<file path="config.mk">
export PLATFORM = sky130hd
export DESIGN_NAME = branch_predictor
export DESIGN_NICKNAME = d
export VERILOG_FILES = /design/src/rtl/bp_pkg.sv /design/src/rtl/btb_array.sv /design/src/rtl/branch_predictor.sv
export SDC_FILE = /design/constraint.sdc
export NUM_CORES = 2
export LEC_CHECK = 0
export CAP_MARGIN = 20
export CELL_PAD_IN_SITES_DETAIL_PLACEMENT = 1
export CELL_PAD_IN_SITES_GLOBAL_PLACEMENT = 2
export CORE_MARGIN = 5
export CORE_UTILIZATION = 42
export CTS_CLUSTER_DIAMETER = 200
export DETAILED_ROUTE_END_ITERATION = 10
export GPL_TIMING_DRIVEN = 0
export PLACE_DENSITY_LB_ADDON = 0.2
export SLEW_MARGIN = 20
export SYNTH_ARGS = -nofsm -noshare
export SYNTH_HDL_FRONTEND = slang
export SYNTH_SLANG_ARGS = --single-unit
</file>
<file path="constraint.sdc">
create_clock -name clk_i -period 59.7 [get_ports clk_i]
set_input_delay 17.91 -clock clk_i [delete_from_list [all_inputs] [get_ports clk_i]]
set_output_delay 17.91 -clock clk_i [all_outputs]
set_load 0.005 [all_outputs]
</file>
<file path="src/rtl/bp_pkg.sv">
// Shared types for the fetch-stage branch predictor: BTB entry layout and
// 2-bit saturating counter helpers.
package bp_pkg;

    typedef logic [1:0] cnt_t;

    localparam cnt_t STRONG_NT = 2'b00;
    localparam cnt_t WEAK_NT   = 2'b01;
    localparam cnt_t WEAK_T    = 2'b10;
    localparam cnt_t STRONG_T  = 2'b11;

    // Sized for the smallest index; unused upper tag bits stay zero.
    localparam int TAG_W = 30;

    typedef struct packed {
        logic             valid;
        logic [TAG_W-1:0] tag;
        logic [31:0]      target;
        cnt_t             cnt;
    } btb_entry_t;

    function automatic cnt_t sat_update(input cnt_t cnt, input logic taken);
        if (taken) begin
            return (cnt == STRONG_T) ? STRONG_T : cnt_t'(cnt + 2'd1);
        end
        return (cnt == STRONG_NT) ? STRONG_NT : cnt_t'(cnt - 2'd1);
    endfunction

endpackage

</file>
<file path="src/rtl/btb_array.sv">
// Direct-mapped BTB storage: one combinational read port, one synchronous
// write port, asynchronous clear.
module btb_array
    import bp_pkg::*;
#(
    parameter int IDX_BITS = 4
) (
    input  logic                clk_i,
    input  logic                rst_i,
    input  logic [IDX_BITS-1:0] rd_idx_i,
    output btb_entry_t          rd_entry_o,
    input  logic                wr_en_i,
    input  logic [IDX_BITS-1:0] wr_idx_i,
    input  btb_entry_t          wr_entry_i
);

    localparam int N_ENT = 1 << IDX_BITS;

    btb_entry_t mem_q [N_ENT];
    btb_entry_t mem_d [N_ENT];

    always_comb begin
        mem_d = mem_q;
        if (wr_en_i) begin
            mem_d[wr_idx_i] = wr_entry_i;
        end
    end

    always_ff @(posedge clk_i or posedge rst_i) begin
        if (rst_i) begin
            for (int i = 0; i < N_ENT; i++) begin
                mem_q[i] <= '{valid: 1'b0, tag: '0, target: '0, cnt: WEAK_NT};
            end
        end else begin
            mem_q <= mem_d;
        end
    end

    assign rd_entry_o = mem_q[rd_idx_i];

endmodule

</file>
<file path="src/rtl/branch_predictor.sv">
// Fetch-stage next-PC predictor: BTB lookup in F, prediction carried into D,
// resolved-PC compare raises predict_miss_o and trains the BTB.
module branch_predictor
    import bp_pkg::*;
#(
    parameter int   IDX_BITS = 4,
    parameter cnt_t CNT_INIT = WEAK_T
) (
    input  logic        clk_i,
    input  logic        rst_i,
    input  logic [31:0] pc_f_i,
    input  logic        stall_f_i,
    input  logic        stall_d_i,
    input  logic        flush_d_i,
    input  logic        is_branch_d_i,
    input  logic        taken_d_i,
    input  logic [31:0] pc_next_d_i,
    output logic [31:0] predict_pc_o,
    output logic        predict_miss_o,
    output logic [31:0] hit_count_o,
    output logic [31:0] miss_count_o
);

    logic [IDX_BITS-1:0] idx_f;
    logic [TAG_W-1:0]    tag_f;
    btb_entry_t          ent_f;
    logic                hit_f;

    logic                valid_d, valid_q;
    logic                pred_hit_d, pred_hit_q;
    logic [31:0]         pred_pc_d, pred_pc_q;
    logic [IDX_BITS-1:0] pred_idx_d, pred_idx_q;
    logic [TAG_W-1:0]    pred_tag_d, pred_tag_q;
    btb_entry_t          pred_ent_d, pred_ent_q;

    logic [31:0]         hit_cnt_d, hit_cnt_q;
    logic [31:0]         miss_cnt_d, miss_cnt_q;

    logic                upd;
    logic                wr_en;
    btb_entry_t          wr_entry;

    // Fetch stalls do not gate lookup; fetch simply ignores the result.
    logic unused_stall_f;
    assign unused_stall_f = stall_f_i;

    assign idx_f = pc_f_i[IDX_BITS+1:2];
    assign tag_f = TAG_W'(pc_f_i[31:IDX_BITS+2]);
    assign hit_f = ent_f.valid && (ent_f.tag == tag_f);
    assign predict_pc_o = (hit_f && ent_f.cnt[1]) ? ent_f.target : pc_f_i + 32'd4;

    btb_array #(.IDX_BITS(IDX_BITS)) u_btb (
        .clk_i      (clk_i),
        .rst_i      (rst_i),
        .rd_idx_i   (idx_f),
        .rd_entry_o (ent_f),
        .wr_en_i    (wr_en),
        .wr_idx_i   (pred_idx_q),
        .wr_entry_i (wr_entry)
    );

    always_comb begin
        valid_d    = valid_q;
        pred_hit_d = pred_hit_q;
        pred_pc_d  = pred_pc_q;
        pred_idx_d = pred_idx_q;
        pred_tag_d = pred_tag_q;
        pred_ent_d = pred_ent_q;
        if (flush_d_i) begin
            valid_d = 1'b0;
        end else if (!stall_d_i) begin
            valid_d    = 1'b1;
            pred_hit_d = hit_f;
            pred_pc_d  = predict_pc_o;
            pred_idx_d = idx_f;
            pred_tag_d = tag_f;
            pred_ent_d = ent_f;
        end
    end

    assign upd            = valid_q && !stall_d_i;
    assign predict_miss_o = upd && (pc_next_d_i != pred_pc_q);

    // Training starts from the entry as seen at lookup time (no bypass), so
    // every write rewrites the whole entry from that snapshot.
    always_comb begin
        wr_en      = 1'b0;
        wr_entry   = pred_ent_q;
        hit_cnt_d  = hit_cnt_q;
        miss_cnt_d = miss_cnt_q;
        if (upd) begin
            if (is_branch_d_i) begin
                if (predict_miss_o) begin
                    miss_cnt_d = miss_cnt_q + 32'd1;
                end else begin
                    hit_cnt_d = hit_cnt_q + 32'd1;
                end
                if (pred_hit_q) begin
                    wr_en        = 1'b1;
                    wr_entry.cnt = sat_update(pred_ent_q.cnt, taken_d_i);
                    if (taken_d_i) begin
                        wr_entry.target = pc_next_d_i;
                    end
                end else if (taken_d_i) begin
                    wr_en    = 1'b1;
                    wr_entry = '{valid: 1'b1, tag: pred_tag_q, target: pc_next_d_i, cnt: CNT_INIT};
                end
            end else if (pred_hit_q) begin
                wr_en          = 1'b1;
                wr_entry.valid = 1'b0;
            end
        end
    end

    always_ff @(posedge clk_i or posedge rst_i) begin
        if (rst_i) begin
            valid_q    <= 1'b0;
            pred_hit_q <= 1'b0;
            pred_pc_q  <= '0;
            pred_idx_q <= '0;
            pred_tag_q <= '0;
            pred_ent_q <= '0;
            hit_cnt_q  <= '0;
            miss_cnt_q <= '0;
        end else begin
            valid_q    <= valid_d;
            pred_hit_q <= pred_hit_d;
            pred_pc_q  <= pred_pc_d;
            pred_idx_q <= pred_idx_d;
            pred_tag_q <= pred_tag_d;
            pred_ent_q <= pred_ent_d;
            hit_cnt_q  <= hit_cnt_d;
            miss_cnt_q <= miss_cnt_d;
        end
    end

    assign hit_count_o  = hit_cnt_q;
    assign miss_count_o = miss_cnt_q;

endmodule

</file>
==> reports/qor.tcl <==
set qor(run_status) {finished, final reports clean}
set qor(yosys_warnings) 0
set qor(fin_skew_ns) 0.0258
set qor(r2r_cells) 8
set qor(cp_cell_sequence) {clkdlybuf4s50_1 -> buf_6 -> buf_6 -> buf_6 -> buf_4 -> buf_2 -> buf_2 -> clkbuf_1 -> clkbuf_1 -> mux4_2 -> mux4_2 -> mux2_2 -> clkdlybuf4s50_1}
set qor(finalInstanceArea_um2) 64600
set qor(timing.rr.end) {u_btb.mem_q[897]$_DFFE_PP0P_}
set qor(ys_seq_area_frac) 0.556
set qor(place_area_um2) 59800
set qor(ant_nets) 0
set qor(timing.critical_path.buf_inv) 10
set qor(drtIter0Drc) 4411
set qor(path_delay_family) {buffers and inverters}
set qor(hold_start) {miss_count_o[31]$_DFFE_PP0P_}
set qor(overflow) 0
set qor(grt_first_pass_wirelength_mm) 350
set qor(first_global_vias) 46900
set qor(reg2reg_from) {valid_q$_DFFE_PP0P_}
set qor(cts_buffer_depth) 3
set qor(postCtsSetupBuffers) 0
set qor(postSynthCellCount) 5164
set qor(totalNegativeSetupSlack_ns) 0
set qor(drt_drc_violations_left) 0
set qor(routed_wl_mm) 243
set qor(globalplace.congestion) 1.01
set qor(netlist_area_um2) 55500
set qor(register_area_um2) 30900
set qor(power_density_nw_per_um2) 31.4
set qor(detail_route.first_pass.iterations) 5
set qor(hold_path_depth) 1
set qor(rsz0062_at_grt) {no}
set qor(place_hpwl_mm) 176
set qor(cts.root.buffer_cell) {sky130_fd_sc_hd__clkbuf_16}
set qor(cts.repair.resized) 0
set qor(maxClockFrequency_mhz) 23.4
set qor(fp.coreArea_um2) 131000
set qor(utilization) 0.491
set qor(post_synth_edffs) 0
set qor(synth_seq_cells) 1233
set qor(routed_wire_length_per_instance_um) 33.1
set qor(cp_common_cell) {sky130_fd_sc_hd__buf_6}
set qor(dp.cells) 7095
set qor(filler_cell_count) 14300
set qor(yosysTopAreaCell) {sky130_fd_sc_hd__dfrtp_1}
set qor(cts_tree) {yes}
set qor(yosys.cell_count.top_type) {sky130_fd_sc_hd__dfrtp_1}
set qor(floorplan.io_pins) 168
set qor(fin_nets) 5561
set qor(r2r_setup_slack_ns) 54.79
set qor(synth_area_per_cell_um2) 10.7
set qor(drive_above_1_share) 0.127
set qor(worst_skew_pair.late_latency_ns) 0.79
set qor(p_leak_uw) 0.0281
set qor(worstSetupStartpoint) {pc_f_i[3]}
set qor(hp-class) {flip-flop to flip-flop}
set qor(setup_viol) 0
set qor(period_minus_slack_ns) 42.79
set qor(grt_usage) 0.346
set qor(clk_pin_slew_ns) 0.05
set qor(synthDominantCellAreaShare) 0.549
set qor(slew_viol_final) 0
set qor(numPortBuffers) 155
set qor(critical_path.startpoint_type) {input pin}
set qor(critical_path.endpoint_type) {output port}
set qor(worst-endpoint-required_ns) 41.79
set qor(timing.critical_path.arrival_ns) 24.88
set qor(postSynth.asyncResetShare) 1.00
set qor(path_class) {input pin to output port}
set qor(worst-slew-pin-transition_ns) 1.25
set qor(cap_violations) 0
set qor(holdPathEnd) {miss_count_o[31]$_DFFE_PP0P_}
set qor(cts_hold_buf) 0
set qor(floorplan.die.width_um) 374
set qor(final_hold_viol_count) 0
set qor(total_power_uw) 2030
set qor(std_cell_rows) 133
set qor(synthTopCellsByCount) {1217 x sky130_fd_sc_hd__dfrtp_1, 1137 x sky130_fd_sc_hd__nand2_1, 919 x sky130_fd_sc_hd__o21ai_0}
set qor(yosysUniqueCellTypes) 76
set qor(max_stage_delay_ns) 0.94
set qor(area_growth_syn_to_layout_pct) 16.3
set qor(floorplan.die_area_um2) 140000
set qor(cts_made_buffers) 144
set qor(multi_input_comb_area_um2) 22800
set qor(antenna_violations_before_repair) 15
set qor(cts_num_sinks) 1233
set qor(die-height_um) 374
set qor(netlist_top_cells_area) {sky130_fd_sc_hd__dfrtp_1 55%, sky130_fd_sc_hd__mux4_2 11%, sky130_fd_sc_hd__o21ai_0 8.3%}
set qor(critPathSlowestCell) {sky130_fd_sc_hd__clkbuf_1}
set qor(finalNonFillerCells) 7360
set qor(detail_route.vias_per_cell) 6.11
set qor(final.period_utilization) 0.717
set qor(maxSlewHeadroom) 0.167
set qor(vdd_ir_max_mv) 0.0270
set qor(dominantRegCellSynth) {sky130_fd_sc_hd__dfrtp_1}
set qor(detailroute.via_count) 45000
set qor(htree_levels) 4
set qor(syn_nets) 5238
set qor(cp_max_fo) 10
set qor(largest_net_degree_at_the_start_of_global_routing) 103
set qor(starting_density) 0.422
-- where the power goes --
part	internal (uW)	switching, uW
clock	522	376
sequential	884	29.7
combinational	75.8	140
-- per-layer routing --
| layer | up-vias | GRT usage | wire length (um) |
|---|---|---|---|
| met2 | 1938 | 0.531 | 109000 |
| met5 | - | 0 | 56 |
| li1 | 18600 | - | - |
| met1 | 24000 | 0.476 | 103000 |
| met3 | 499 | 0.0753 | 19200 |
| met4 | 8 | 0.150 | 12200 |
-- cell type report --
type | instances | area share
antenna | 5 | 0.000194
buffer | 433 | 0.0282
clock buffer | 215 | 0.0667
clock inverter | 44 | 0.00682
inverter | 31 | 0.00192
multi-input combinational | 3467 | 0.353
sequential | 1233 | 0.478
tap | 1755 | 0.0340
timing repair buffer | 177 | 0.0314
-- layout by cell type (no fill, tap or decap), types with 25 or more instances in the layout --
cell | netlist | final
sky130_fd_sc_hd__dfrtp_1 | 1217 | 1217
sky130_fd_sc_hd__nand2_1 | 1137 | 1137
sky130_fd_sc_hd__o21ai_0 | 919 | 919
sky130_fd_sc_hd__clkbuf_1 | 363 | 375
sky130_fd_sc_hd__nor2_1 | 267 | 265
sky130_fd_sc_hd__mux4_2 | 261 | 261
sky130_fd_sc_hd__a21oi_1 | 203 | 203
sky130_fd_sc_hd__mux2i_1 | 163 | 163
sky130_fd_sc_hd__clkdlybuf4s50_1 | 0 | 155
sky130_fd_sc_hd__clkbuf_16 | 0 | 148
sky130_fd_sc_hd__xnor2_1 | 107 | 107
sky130_fd_sc_hd__mux2_2 | 54 | 54
sky130_fd_sc_hd__buf_2 | 32 | 40
sky130_fd_sc_hd__nand3_1 | 39 | 39
sky130_fd_sc_hd__clkbuf_8 | 0 | 35
sky130_fd_sc_hd__nand4_1 | 30 | 30
sky130_fd_sc_hd__xor2_1 | 30 | 30
sky130_fd_sc_hd__inv_1 | 28 | 27
sky130_fd_sc_hd__a22oi_1 | 26 | 26
sky130_fd_sc_hd__mux2_4 | 26 | 26
sky130_fd_sc_hd__clkinv_2 | 0 | 25
-- metrics by stage --
stage,setup WS (ns),hold WS [ns]
after floorplan,7.07,0.438
after global placement,-9.34,0.451
after detailed placement,17.05,0.455
final,16.91,0.465
after global routing,17.04,0.482
after CTS,17.04,0.468
-- cells by family (layout without fill, tap and decap cells) --
logic type / Yosys count / count (layout) / share of synthesized area
xor+xnor: 137 / 137 / 0.0216
mux: 506 / 506 / 0.154
flops: 1233 / 1233 / 0.556
simple gates: 1589 / 1589 / 0.116
other cells: 0 / 5 / 0
buf+inv: 464 / 900 / 0.0343
fa+ha+maj: 3 / 3 / 0.000676
compound gates: 1232 / 1232 / 0.117
-- sequential cells by signal, summed over array words and instances, names as in the netlist --
register	cells
valid_q	1
pred_hit_q	1
pred_ent_q	65
pred_pc_q	32
hit_count_o	32
u_btb.mem_q	1040
pred_idx_q	4
pred_tag_q	26
miss_count_o	32
-- how the worst max path moves through the flow --
stage	to	slack, ns	cells past startpoint
global route	predict_pc_o[31]	17.04	13
finish	predict_pc_o[31]	16.91	13
floorplan	hit_count_o[0]$_DFFE_PP0P_	7.07	1
detailed placement	predict_pc_o[31]	17.05	13
global placement	miss_count_o[23]$_DFFE_PP0P_	-9.34	2
CTS	predict_pc_o[31]	17.04	13
-- worst register-to-register path: stages, from the launching register on --
cell	delay [ns]
sky130_fd_sc_hd__dfrtp_1	0.34
sky130_fd_sc_hd__nor2b_1	0.68
sky130_fd_sc_hd__and2_1	0.29
sky130_fd_sc_hd__nand2_1	0.23
sky130_fd_sc_hd__nor2_1	0.88
sky130_fd_sc_hd__clkbuf_1	0.75
sky130_fd_sc_hd__mux2i_1	0.81
sky130_fd_sc_hd__clkbuf_1	0.52
sky130_fd_sc_hd__o21ai_0	0.23
Note: power is estimated with default switching activity, not from simulation.
